**config.mk**
```make
export PLATFORM = sky130hd
export DESIGN_NAME = add_pipe
export DESIGN_NICKNAME = d
export VERILOG_FILES = /design/src/rtl/add_pkg.sv /design/src/rtl/full_adder.sv /design/src/rtl/seg_adder.sv /design/src/rtl/add_pipe.sv
export SDC_FILE = /design/constraint.sdc
export NUM_CORES = 1
export LEC_CHECK = 0
export ABC_AREA = 0
export CAP_MARGIN = 5
export CORE_MARGIN = 4
export CORE_UTILIZATION = 55
export CTS_CLUSTER_SIZE = 20
export DETAILED_ROUTE_END_ITERATION = 10
export PLACE_DENSITY_LB_ADDON = 0.25
export SKIP_CTS_REPAIR_TIMING = 1
export SLEW_MARGIN = 40
export SYNTH_ARGS = -nofsm -noshare
export SYNTH_HDL_FRONTEND = slang
export SYNTH_SLANG_ARGS = --single-unit
```
**constraint.sdc**
```tcl
create_clock -name i_clk -period 8.1 [get_ports i_clk]
set_input_delay 0.81 -clock i_clk [delete_from_list [all_inputs] [get_ports i_clk]]
set_output_delay 0.81 -clock i_clk [all_outputs]
set_load 0.02 [all_outputs]
```
**src/rtl/add_pkg.sv**
```systemverilog
// rtl/add_pkg.sv - shared constants, stage-register struct and NSEG helper for add_pipe.
// The struct gains an ovf field when ADD_PIPE_OVF_EN is defined.
package add_pkg;

    localparam int ADD_DEF_WIDTH = 32;
    localparam int ADD_DEF_SEG_W = 8;
    localparam int ADD_MAX_W     = 64;

    // Fields are sized for the widest supported configuration; narrower pipes use the low bits.
    typedef struct packed {
        logic                 valid;
        logic [ADD_MAX_W-1:0] res;
        logic                 carry;
        logic [ADD_MAX_W-1:0] a;
        logic [ADD_MAX_W-1:0] b;
`ifdef ADD_PIPE_OVF_EN
        logic                 ovf;
`endif
    } add_stage_t;

    function automatic int add_nseg(input int width, input int seg_w);
        return width / seg_w;
    endfunction

endpackage

```
**src/rtl/full_adder.sv**
```systemverilog
// rtl/full_adder.sv - single-bit full adder cell.
module full_adder (
    input  logic a_i,
    input  logic b_i,
    input  logic c_i,
    output logic s_o,
    output logic c_o
);

    assign s_o = a_i ^ b_i ^ c_i;
    assign c_o = (a_i & b_i) | (c_i & (a_i ^ b_i));

endmodule

```
**src/rtl/seg_adder.sv**
```systemverilog
// rtl/seg_adder.sv - combinational SEG_W-bit ripple adder built from full_adder cells.
module seg_adder #(
    parameter int SEG_W = 8
) (
    input  logic [SEG_W-1:0] a_i,
    input  logic [SEG_W-1:0] b_i,
    input  logic             c_i,
    output logic [SEG_W-1:0] sum_o,
    output logic             c_o
);

    // Per-bit carry nets live in their own generate scopes so the chain is not one self-feeding vector.
    for (genvar i = 0; i < SEG_W; i++) begin : g_bit
        logic ci;
        logic co;
        if (i == 0) begin : g_lsb
            assign ci = c_i;
        end else begin : g_mid
            assign ci = g_bit[i-1].co;
        end
        full_adder u_fa (
            .a_i (a_i[i]),
            .b_i (b_i[i]),
            .c_i (ci),
            .s_o (sum_o[i]),
            .c_o (co)
        );
    end

    assign c_o = g_bit[SEG_W-1].co;

endmodule

```
**src/rtl/add_pipe.sv**
```systemverilog
// rtl/add_pipe.sv - pipelined WIDTH-bit add/subtract, one SEG_W segment per stage, elastic valid/ready.
// Optional signed-overflow output o_ovf when ADD_PIPE_OVF_EN is defined.
module add_pipe
    import add_pkg::*;
#(
    parameter int WIDTH = ADD_DEF_WIDTH,
    parameter int SEG_W = ADD_DEF_SEG_W
) (
    input  logic             i_clk,
    input  logic             i_rst,
    input  logic             i_valid,
    output logic             o_ready,
    input  logic [WIDTH-1:0] i_data_one,
    input  logic [WIDTH-1:0] i_data_two,
    input  logic             i_carry,
    input  logic             i_sub,
    output logic             o_valid,
    input  logic             i_ready,
    output logic [WIDTH-1:0] o_data,
`ifdef ADD_PIPE_OVF_EN
    output logic             o_ovf,
`endif
    output logic             o_carry
);

    localparam int NSEG = add_nseg(WIDTH, SEG_W);

    add_stage_t       stage_q [NSEG];
    add_stage_t       stage_d [NSEG];
    add_stage_t       up      [NSEG];
    logic [NSEG-1:0]  rdy;
    logic [SEG_W-1:0] seg_a   [NSEG];
    logic [SEG_W-1:0] seg_b   [NSEG];
    logic [SEG_W-1:0] seg_sum [NSEG];
    logic             seg_cin [NSEG];
    logic             seg_cout[NSEG];
    logic [WIDTH-1:0] op_b;

    assign op_b = i_sub ? ~i_data_two : i_data_two;

    // up[k] is what feeds stage k: the raw inputs for stage 0, the previous stage otherwise.
    always_comb begin
        up[0]       = '0;
        up[0].valid = i_valid;
        up[0].carry = i_sub | i_carry;
        up[0].a     = ADD_MAX_W'(i_data_one);
        up[0].b     = ADD_MAX_W'(op_b);
        for (int k = 1; k < NSEG; k++) begin
            up[k] = stage_q[k-1];
        end
        for (int k = 0; k < NSEG; k++) begin
            seg_a[k]   = up[k].a[k*SEG_W +: SEG_W];
            seg_b[k]   = up[k].b[k*SEG_W +: SEG_W];
            seg_cin[k] = up[k].carry;
        end
    end

    for (genvar k = 0; k < NSEG; k++) begin : g_stage
        seg_adder #(.SEG_W(SEG_W)) u_seg (
            .a_i   (seg_a[k]),
            .b_i   (seg_b[k]),
            .c_i   (seg_cin[k]),
            .sum_o (seg_sum[k]),
            .c_o   (seg_cout[k])
        );
    end

    always_comb begin
        rdy           = '0;
        rdy[NSEG-1]   = ~stage_q[NSEG-1].valid | i_ready;
        for (int k = NSEG - 2; k >= 0; k--) begin
            rdy[k] = ~stage_q[k].valid | rdy[k+1];
        end
    end

    always_comb begin
        for (int k = 0; k < NSEG; k++) begin
            stage_d[k] = stage_q[k];
            if (rdy[k]) begin
                stage_d[k].valid = up[k].valid;
                if (up[k].valid) begin
                    stage_d[k].res                      = up[k].res;
                    stage_d[k].res[k*SEG_W +: SEG_W]    = seg_sum[k];
                    stage_d[k].carry                    = seg_cout[k];
                    stage_d[k].a                        = up[k].a;
                    stage_d[k].b                        = up[k].b;
`ifdef ADD_PIPE_OVF_EN
                    // Carry into the segment MSB recovered from its sum bit and operand bits.
                    stage_d[k].ovf = seg_cout[k] ^ seg_sum[k][SEG_W-1]
                                     ^ seg_a[k][SEG_W-1] ^ seg_b[k][SEG_W-1];
`endif
                end
            end
        end
    end

    always_ff @(posedge i_clk or posedge i_rst) begin
        if (i_rst) begin
            for (int k = 0; k < NSEG; k++) begin
                stage_q[k] <= '0;
            end
        end else begin
            for (int k = 0; k < NSEG; k++) begin
                stage_q[k] <= stage_d[k];
            end
        end
    end

    assign o_ready = rdy[0];
    assign o_valid = stage_q[NSEG-1].valid;
    assign o_data  = stage_q[NSEG-1].res[WIDTH-1:0];
    assign o_carry = stage_q[NSEG-1].carry;
`ifdef ADD_PIPE_OVF_EN
    assign o_ovf   = stage_q[NSEG-1].ovf;
`endif

endmodule
```
==> results.cfg, run 1 <==
[run_status]
status = finished, final reports clean

[critical_path]
required_ns = 8.40
worstSetupEndpointType = flop
crit_chain = buf_2, buf_4, xnor2_1, fa_1, fa_1, fa_1, fa_1, fa_1, fa_1, fa_1, inv_1, fa_1, mux2_2
max_stage_delay_ns = 0.47
path_buf_inv = 3
path_class = in2reg
crit_family = adder cells
critPathMaxFanout = 33
critPathLaunchType = input pin
cp_data_arrival_time_ns = 5.04
cp_common_cell = fa_1
crit_slowest_cell = buf_4

[layout]
final_nets = 727
finalInstanceArea_um2 = 9736
drive_gt1_share_pct = 30.93
syn2layout_area_growth_pct = 17.98
fin_cells = 821
n_antenna_cell = 0
post-route-util_pct = 66.73

[synth]
avgSynthCellArea_um2 = 14.87
synth_cells = 555
synth_nets = 657
ys_types = 27
yosys_warnings = 0
yosysTopAreaCell = dfrtp_1
synth_top_cell_area_share_pct = 55.80
syn_area_um2 = 8252
ys_ff_latch = 184
seq_area_frac_synth_pct = 55.80
synth_top_cells_by_area = dfrtp_1 (56%), mux2_2 (19%), fa_1 (7.8%), buf_4 (3.5%), mux2_4 (3.3%)

[floorplanning]
die_w_um = 130.5
design.core.area_um2 = 14590
start_util_pct = 56.56
die_area_um2 = 17030
io_pins = 105
die_h_um = 130.5
num_rows = 44

[placed_design]
dp_hpwl_um = 9819
place_inst = 790
place_area_um2 = 9185
port_buffers = 104
gp_congestion = 0.7408

[drt]
dr.pass1.iters = 4
wl_um = 14510
routed_via_density = 5.222
via_count = 4287
drtIter0Drc = 156
postRouteAntennaNets = 0
drc_errors = 0
wl_per_cell_um = 17.67

[run]
maxCapViolCount = 0

[power]
net-switching-power_mw = 0.9630
internal_power_mw = 2.277
ir_worst_vdd_v = 0.0001735
clockPowerShare_pct = 24.0
p_sw_share_pct = 29.72
p_per_area_nw_per_um2 = 332.8
cellLeakagePower_nw = 4.190
pwr-share-seq_pct = 44.5
combPwrFrac_pct = 31.5

[timing]
relSlewSlack_pct = 45.60
timing.final.crit_share_pct = 58.50
finalMaxSlewViolations = 0
grt_setup_unrepaired = false
fmax_mhz = 211.0
tns_ns = 0
period_needed_ns = 4.738
worst_pin_slew_ns = 0.8141
setup_viol = 0
finalClockSkew_ns = 0.007915
hold_violations = 0

[global_routing]
track_usage_pct = 18.39
grt_max_degree = 105
grt_pass1_vias = 4666
grt-ovfl-total = 0
antenna_found_initial = 0
grt_pass1_wl_um = 23840

[cts]
tritoncts = built
clk_path_buf_depth = 2
clk-insertion-delay-late_ns = 0.42
cts_inserted_buffers = 17
h-tree-depth = 4
clkTransAtPathRegs_ns = 0.06
cts.sinks = 184
cts-root-buf = clkbuf_16

[min_path]
hold_class = reg2reg
-- kinds of logic after synthesis --
kind of cell / count (synthesis) / synth area share (%)
AND/OR/NAND/NOR: 28 / 1.759
buffers and inverters: 92 / 6.520
adder cells (fa/ha/maj): 32 / 7.763
flip-flops: 184 / 55.80
multiplexers: 160 / 22.58
XOR/XNOR: 32 / 3.397
AO/OA/AOI/OAI: 27 / 2.184
-- path summary, 6_finish.rpt --
kind	startpoint	slack, ns	depth (start not counted)	end
max in group asynchronous	i_rst	6.00	3	stage_q[414]
setup reg to reg	seg_a[8]	3.85	12	stage_q[346]
min in group asynchronous	i_rst	0.92	2	stage_q[332]
setup / recovery	i_sub	3.36	13	stage_q[718]
hold reg to reg	stage_q[334]	0.50	1	o_data[11]
hold / removal	stage_q[334]	0.50	1	o_data[11]
-- worst register-to-register path, cell delays in order (launching register included) --
cell     delay [ns]
dfrtp_1        0.36
inv_1          0.11
fa_1           0.21
inv_1          0.06
fa_1           0.44
fa_1           0.47
fa_1           0.46
fa_1           0.46
fa_1           0.48
fa_1           0.44
inv_1          0.10
fa_1           0.40
a31oi_1        0.17
-- final cells by class --
type                       instances  area (um^2)
clock buffer                      23        478.0
clock inverter                     8        72.57
fill                            1042         4853
inverter                          35        138.9
multi-input combinational        279         3134
sequential                       184         4604
tap                              184        230.2
timing repair buffer             108         1077
-- cells in the mapped netlist (all sizes together) --
master and n:
mux2i 5, nand2b 3, clkbuf 2, xnor2 9
and4b 1, o21ai 10, nand3b 1, buf 55
nand3 4, o22a 7, a31oi 3, mux2 155
fa 32, inv 35, nand2 15, dfrtp 184
nand4b 1, a21oi 4, xor2 23, nor2 3
o22ai 3
-- state kept, by name (all words and copies together) (netlist names) --
register  cells
stage_q      99
o_data       32
seg_a        24
seg_b        24
seg_cin       3
o_carry       1
o_valid       1
-- routing by layer --
layer,vias up,part of all wire (%),track usage [%]
met5,-,0,0
met2,85,50,29.84
met1,2220,45,24.77
met3,17,3.6,4.431
met4,0,1.4,5.868
li1,1965,-,-
-- placed cells by master, fill, tap and decap left out, types with 4 or more instances in the layout --
cell type	n
o22a_1	7
nand2_1	12
clkbuf_16	17
dfrtp_1	184
o21ai_0	10
fa_1	32
nand3_1	4
clkdlybuf4s50_1	103
xor2_1	23
mux2_2	137
inv_1	34
clkinv_2	4
mux2i_1	5
mux2_4	18
xnor2_1	9
-- per-stage QoR --
step / worst slack, ns / hold slack (ns) / power (mW)
after floorplan: 2.290 / 0.4648 / 2.212
after global placement: 2.960 / 0.4831 / 2.439
after detailed placement: 2.866 / 0.4888 / 2.506
after CTS: 3.338 / 0.5037 / 3.292
after global routing: 3.190 / 0.5133 / 3.456
final: 3.362 / 0.4984 / 3.240
-- power by group through the flow --
stage | registers [mW] | logic, mW | clock network (mW)
final | 1.44 | 1.02 | 0.776
after global routing | 1.48 | 1.14 | 0.832
after CTS | 1.45 | 1.05 | 0.794
after detailed placement | 1.46 | 1.04 | 0
after global placement | 1.44 | 1.00 | 0
after floorplan | 1.39 | 0.820 | 0
Note: power is estimated with default switching activity, not from simulation.
==> run 2: changes to the inputs <==
==> constraint.sdc (replaced) <==
create_clock -name i_clk -period 4.6 [get_ports i_clk]
set_input_delay 0.46 -clock i_clk [delete_from_list [all_inputs] [get_ports i_clk]]
set_output_delay 0.46 -clock i_clk [all_outputs]
set_load 0.02 [all_outputs]
==> run 2 against run 1 <==
Compared with the run above:
- first-iteration DRC count is 3.8% higher
- worst setup slack worse by 3.0 ns
- power is 78% higher
- sequential share of layout area is 0.40 points lower
- global-route usage is 0.17 points higher
- clock skew is 0.00060 ns higher
- non-clock buffer count is 1 higher
- routed wire length hardly changed
- clock power is 82% higher
- final area is 0.85% higher
- sequential cell count stayed put
- combinational power is 76% higher
- critical path type unchanged
- largest cell class unchanged
- highest routed layer unchanged
==> results.cfg, run 2 (synthesis results as in run 1) <==
[run_status]
status = finished, final reports clean

[power]
cellLeakagePower_nw = 4.234
ir_worst_vdd_v = 0.0003243
p_per_area_nw_per_um2 = 585.9
power_mw = 5.752

[placed_design]
port_buffers = 104
dp_hpwl_um = 9761
place_area_um2 = 9240
gp_congestion = 0.7374

[drt]
dr.pass1.iters = 4
postRouteAntennaNets = 0
wl_um = 14510
wl_per_cell_um = 17.63
drtIter0Drc = 162
drc_errors = 0
via_count = 4310
routed_via_density = 5.237

[floorplanning]
die_area_um2 = 17030
io_pins = 105
die_h_um = 130.5
die_w_um = 130.5
design.core.area_um2 = 14590
num_rows = 44
start_util_pct = 56.56

[global_routing]
grt_pass1_vias = 4844
track_usage_pct = 18.55
antenna_found_initial = 0
grt-ovfl-total = 0
grt_max_degree = 101
grt_pass1_wl_um = 24140

[min_path]
hold_end = stage_q[518]
worstHoldStart = stage_q[518]
hold_path_depth = 1
hold_class = reg2reg

[critical_path]
path_class = in2reg
critPathMaxFanout = 1
cp_data_arrival_time_ns = 4.54
reg2reg_depth = 12
r2r-end = stage_q[532]
worstReg2RegStart = seg_a[16]
critPathLaunchType = input pin
required_ns = 4.90
worstSetupEndpointType = flop
r2r_slack_ns = 0.38

[timing]
setup_viol = 0
relSlewSlack_pct = 58.02
fmax_mhz = 235.6
finalClockSkew_ns = 0.008515
grt_setup_unrepaired = false
period_needed_ns = 4.245
hold_violations = 0
hold_slack_ns = 0.5026
finalMaxSlewViolations = 0
worst_pin_slew_ns = 0.6282
timing.final.crit_share_pct = 92.28

[layout]
largest-register = stage_q
final_nets = 728
layout_commonest_cell = dfrtp_1
largest_register_ff_count = 99
mostFrequentLayoutCells = dfrtp_1 (184), mux2_2 (137), clkdlybuf4s50_1 (103)
finalInstanceArea_um2 = 9818
syn2layout_area_growth_pct = 18.98
drive_gt1_share_pct = 31.19

[cts]
cts-root-buf = clkbuf_16
h-tree-depth = 4
clk-insertion-delay-late_ns = 0.42
cts_inserted_buffers = 17
cts.sinks = 184
clk_path_buf_depth = 2
clkTransAtPathRegs_ns = 0.06
tritoncts = built

[run]
maxCapViolCount = 0
## run 2: worst max path at each step
stage | start | endpoint | depth (start not counted)
floorplan | i_sub | stage_q[718] | 13
finish | i_data_two[0] | stage_q[718] | 12
CTS | seg_a[16] | stage_q[532] | 12
detailed placement | i_data_two[0] | stage_q[718] | 12
global placement | i_data_two[0] | stage_q[718] | 12
global route | seg_a[16] | stage_q[532] | 12
## run 2: area by class of cell
class | instances | area, um^2
inverters | 35 | 135.1
repair buffers | 109 | 1139
fillers | 1046 | 4771
well taps | 184 | 230.2
diodes | 1 | 2.502
clock buffers | 22 | 474.2
multi-input cells | 279 | 3134
flip-flops and latches | 184 | 4604
clock inverters | 9 | 98.84
## run 2: metrics by stage
stage,cells,setup TNS (ns),util (%),worst slack [ns]
floorplan,555,0,-,0.02806
global placement,789,0,62.89,0.0007523
detailed placement,791,-0.1282,63.34,-0.1282
CTS,822,0,67.26,0.3236
global route,822,0,67.28,0.1348
finish,823,0,67.30,0.3552
## run 2: where the power goes
part	internal, mW	switching [mW]	total, mW
Combinational	1.03	0.776	1.80
Clock	0.836	0.577	1.41
Sequential	2.21	0.329	2.54
## run 2: critical path: stages
cell and delay (ns):
clkdlybuf4s50_1 0.43, xnor2_1 0.16, fa_1 0.42, fa_1 0.40, fa_1 0.39, fa_1 0.38, fa_1 0.38, fa_1 0.39
fa_1 0.37, inv_1 0.08, fa_1 0.41, mux2_2 0.28
## run 2: metal layers
metal  global-route usage, %  share of wire [%]
met3                   5.000                4.4
met1                   24.81                 44
met4                   5.384               0.88
met2                   30.20                 50
met5                       0                  0
==> run 3: changes to the inputs <==
==> constraint.sdc (replaced) <==
create_clock -name i_clk -period 4.6 [get_ports i_clk]
set_input_delay 0.46 -clock i_clk [delete_from_list [all_inputs] [get_ports i_clk]]
set_output_delay 0.46 -clock i_clk [all_outputs]
set_load 0.1 [all_outputs]
==> run 3 against run 2 <==
Compared with the run above:
- combinational power grew 43%
- clock power grew 4%
- worst hold slack lost 0.0037 ns
- maximum frequency is essentially flat
- largest power group is now combinational logic
- highest routed layer is now met5
==> results.cfg, run 3 (synthesis results as in run 1) <==
[cts]
cts-root-buf = clkbuf_16
cts.sinks = 184
clk-insertion-delay-late_ns = 0.42
clk_path_buf_depth = 2
clkTransAtPathRegs_ns = 0.07
h-tree-depth = 4
tritoncts = built
cts_inserted_buffers = 17

[critical_path]
r2r-end = stage_q[346]
crit_path_end = stage_q[346]
crit_chain = inv_1, fa_1, inv_1, fa_1, fa_1, fa_1, fa_1, fa_1, fa_1, inv_1, fa_1, a31oi_1
r2r_slack_ns = 0.35
path_class = reg2reg
critPathLaunchType = flop
worstSetupEndpointType = flop
max_stage_delay_ns = 0.49
critPathMaxFanout = 2
path_buf_inv = 3
cp_data_arrival_time_ns = 4.58
crit_slowest_cell = fa_1
crit_start = seg_b[8]
cp_common_cell = fa_1
worstReg2RegStart = seg_b[8]
crit_family = adder cells
cp_num_cells = 12
required_ns = 4.93
reg2reg_depth = 12

[layout]
fill_cells = 1060
multiInputGateArea_um2 = 3134
n_antenna_cell = 0
syn2layout_area_growth_pct = 16.97
drive_gt1_share_pct = 36.31
register_area_um2 = 4604
final_nets = 728
layout_commonest_cell = dfrtp_1
fin_cells = 823
mostFrequentLayoutCells = dfrtp_1 (184), mux2_2 (137), clkdlybuf4s50_1 (68)
largest_register_ff_count = 99
largest-register = stage_q

[floorplanning]
start_util_pct = 56.56
die_area_um2 = 17030
num_rows = 44
die_h_um = 130.5
design.core.area_um2 = 14590
die_w_um = 130.5
io_pins = 105

[placed_design]
place_inst = 791
port_buffers = 104
gp_congestion = 0.7410
dp_hpwl_um = 9757

[run]
maxCapViolCount = 0

[power]
p_per_area_nw_per_um2 = 682.7
ir_worst_vdd_v = 0.0004201
power_mw = 6.589
cellLeakagePower_nw = 4.226

[timing]
grt_setup_unrepaired = false
relSlewSlack_pct = 54.71
hold_violations = 0
finalMaxSlewViolations = 0
worst_pin_slew_ns = 0.6794
fmax_mhz = 235.4
timing.final.crit_share_pct = 92.34
period_needed_ns = 4.248
finalClockSkew_ns = 0.007026
tns_ns = 0
setup_viol = 0

[min_path]
hold_class = reg2reg
hold_path_depth = 1

[global_routing]
antenna_found_initial = 1
grt_max_degree = 131
grt-ovfl-total = 0
grt_pass1_wl_um = 24410
track_usage_pct = 18.79
grt_pass1_vias = 4780

[drt]
wl_per_cell_um = 17.73
drtIter0Drc = 234
routed_via_density = 5.267
via_count = 4335
drc_errors = 0
dr.pass1.iters = 4
postRouteAntennaNets = 0
wl_um = 14600

[run_status]
status = finished, final reports clean
[run 3: final cells by class]
cell class	count	share of cell area [%]
clock buffer	25	5.030
clock inverter	7	1.206
inverter	35	1.400
multi-input combinational	279	32.47
sequential	184	47.71
tap	184	2.385
timing repair buffer	109	9.800
[run 3: how the worst min path moves through the flow]
stage / endpoint / startpoint
6_report: o_data[11] / o_data[11]
2_1_floorplan: seg_b[8] / stage_q[598]
3_3_place_gp: seg_b[4] / stage_q[416]
3_5_place_dp: o_data[0] / o_data[0]
4_1_cts: o_data[0] / o_data[0]
5_1_grt: o_data[21] / o_data[21]
[run 3: routing by layer]
layer | track usage (%) | vias up | share of wire, %
li1 | - | 1977 | -
met1 | 25.19 | 2258 | 45
met2 | 30.47 | 82 | 50
met3 | 5.081 | 16 | 4.2
met4 | 5.505 | 2 | 1.4
met5 | 0 | - | 0.089
[run 3: report_power, final]
part	switching, mW	internal (mW)
Clock	0.574	0.899
Sequential	0.326	2.21
Combinational	1.70	0.883
Total	2.60	3.99
[run 3: through the flow]
stage / hold slack [ns] / area [um^2] / worst slack (ns) / utilization [%]
3_3_place_gp: 0.4828 / 9180 / -0.002549 / 62.92
3_5_place_dp: 0.4888 / 9047 / -0.07365 / 62.02
2_1_floorplan: 0.4648 / 8255 / 0.02806 / -
6_report: 0.4989 / 9652 / 0.3523 / 66.16
4_1_cts: 0.5025 / 9649 / 0.2987 / 66.14
5_1_grt: 0.5139 / 9652 / 0.1616 / 66.16
[run 3: worst register-to-register path, delay by kind of cell (launching register included)]
family          cells  cell delay [ns]
compound gates      1             0.18
flops               1             0.37
buf+inv             3             0.25
fa+ha+maj           8             3.36
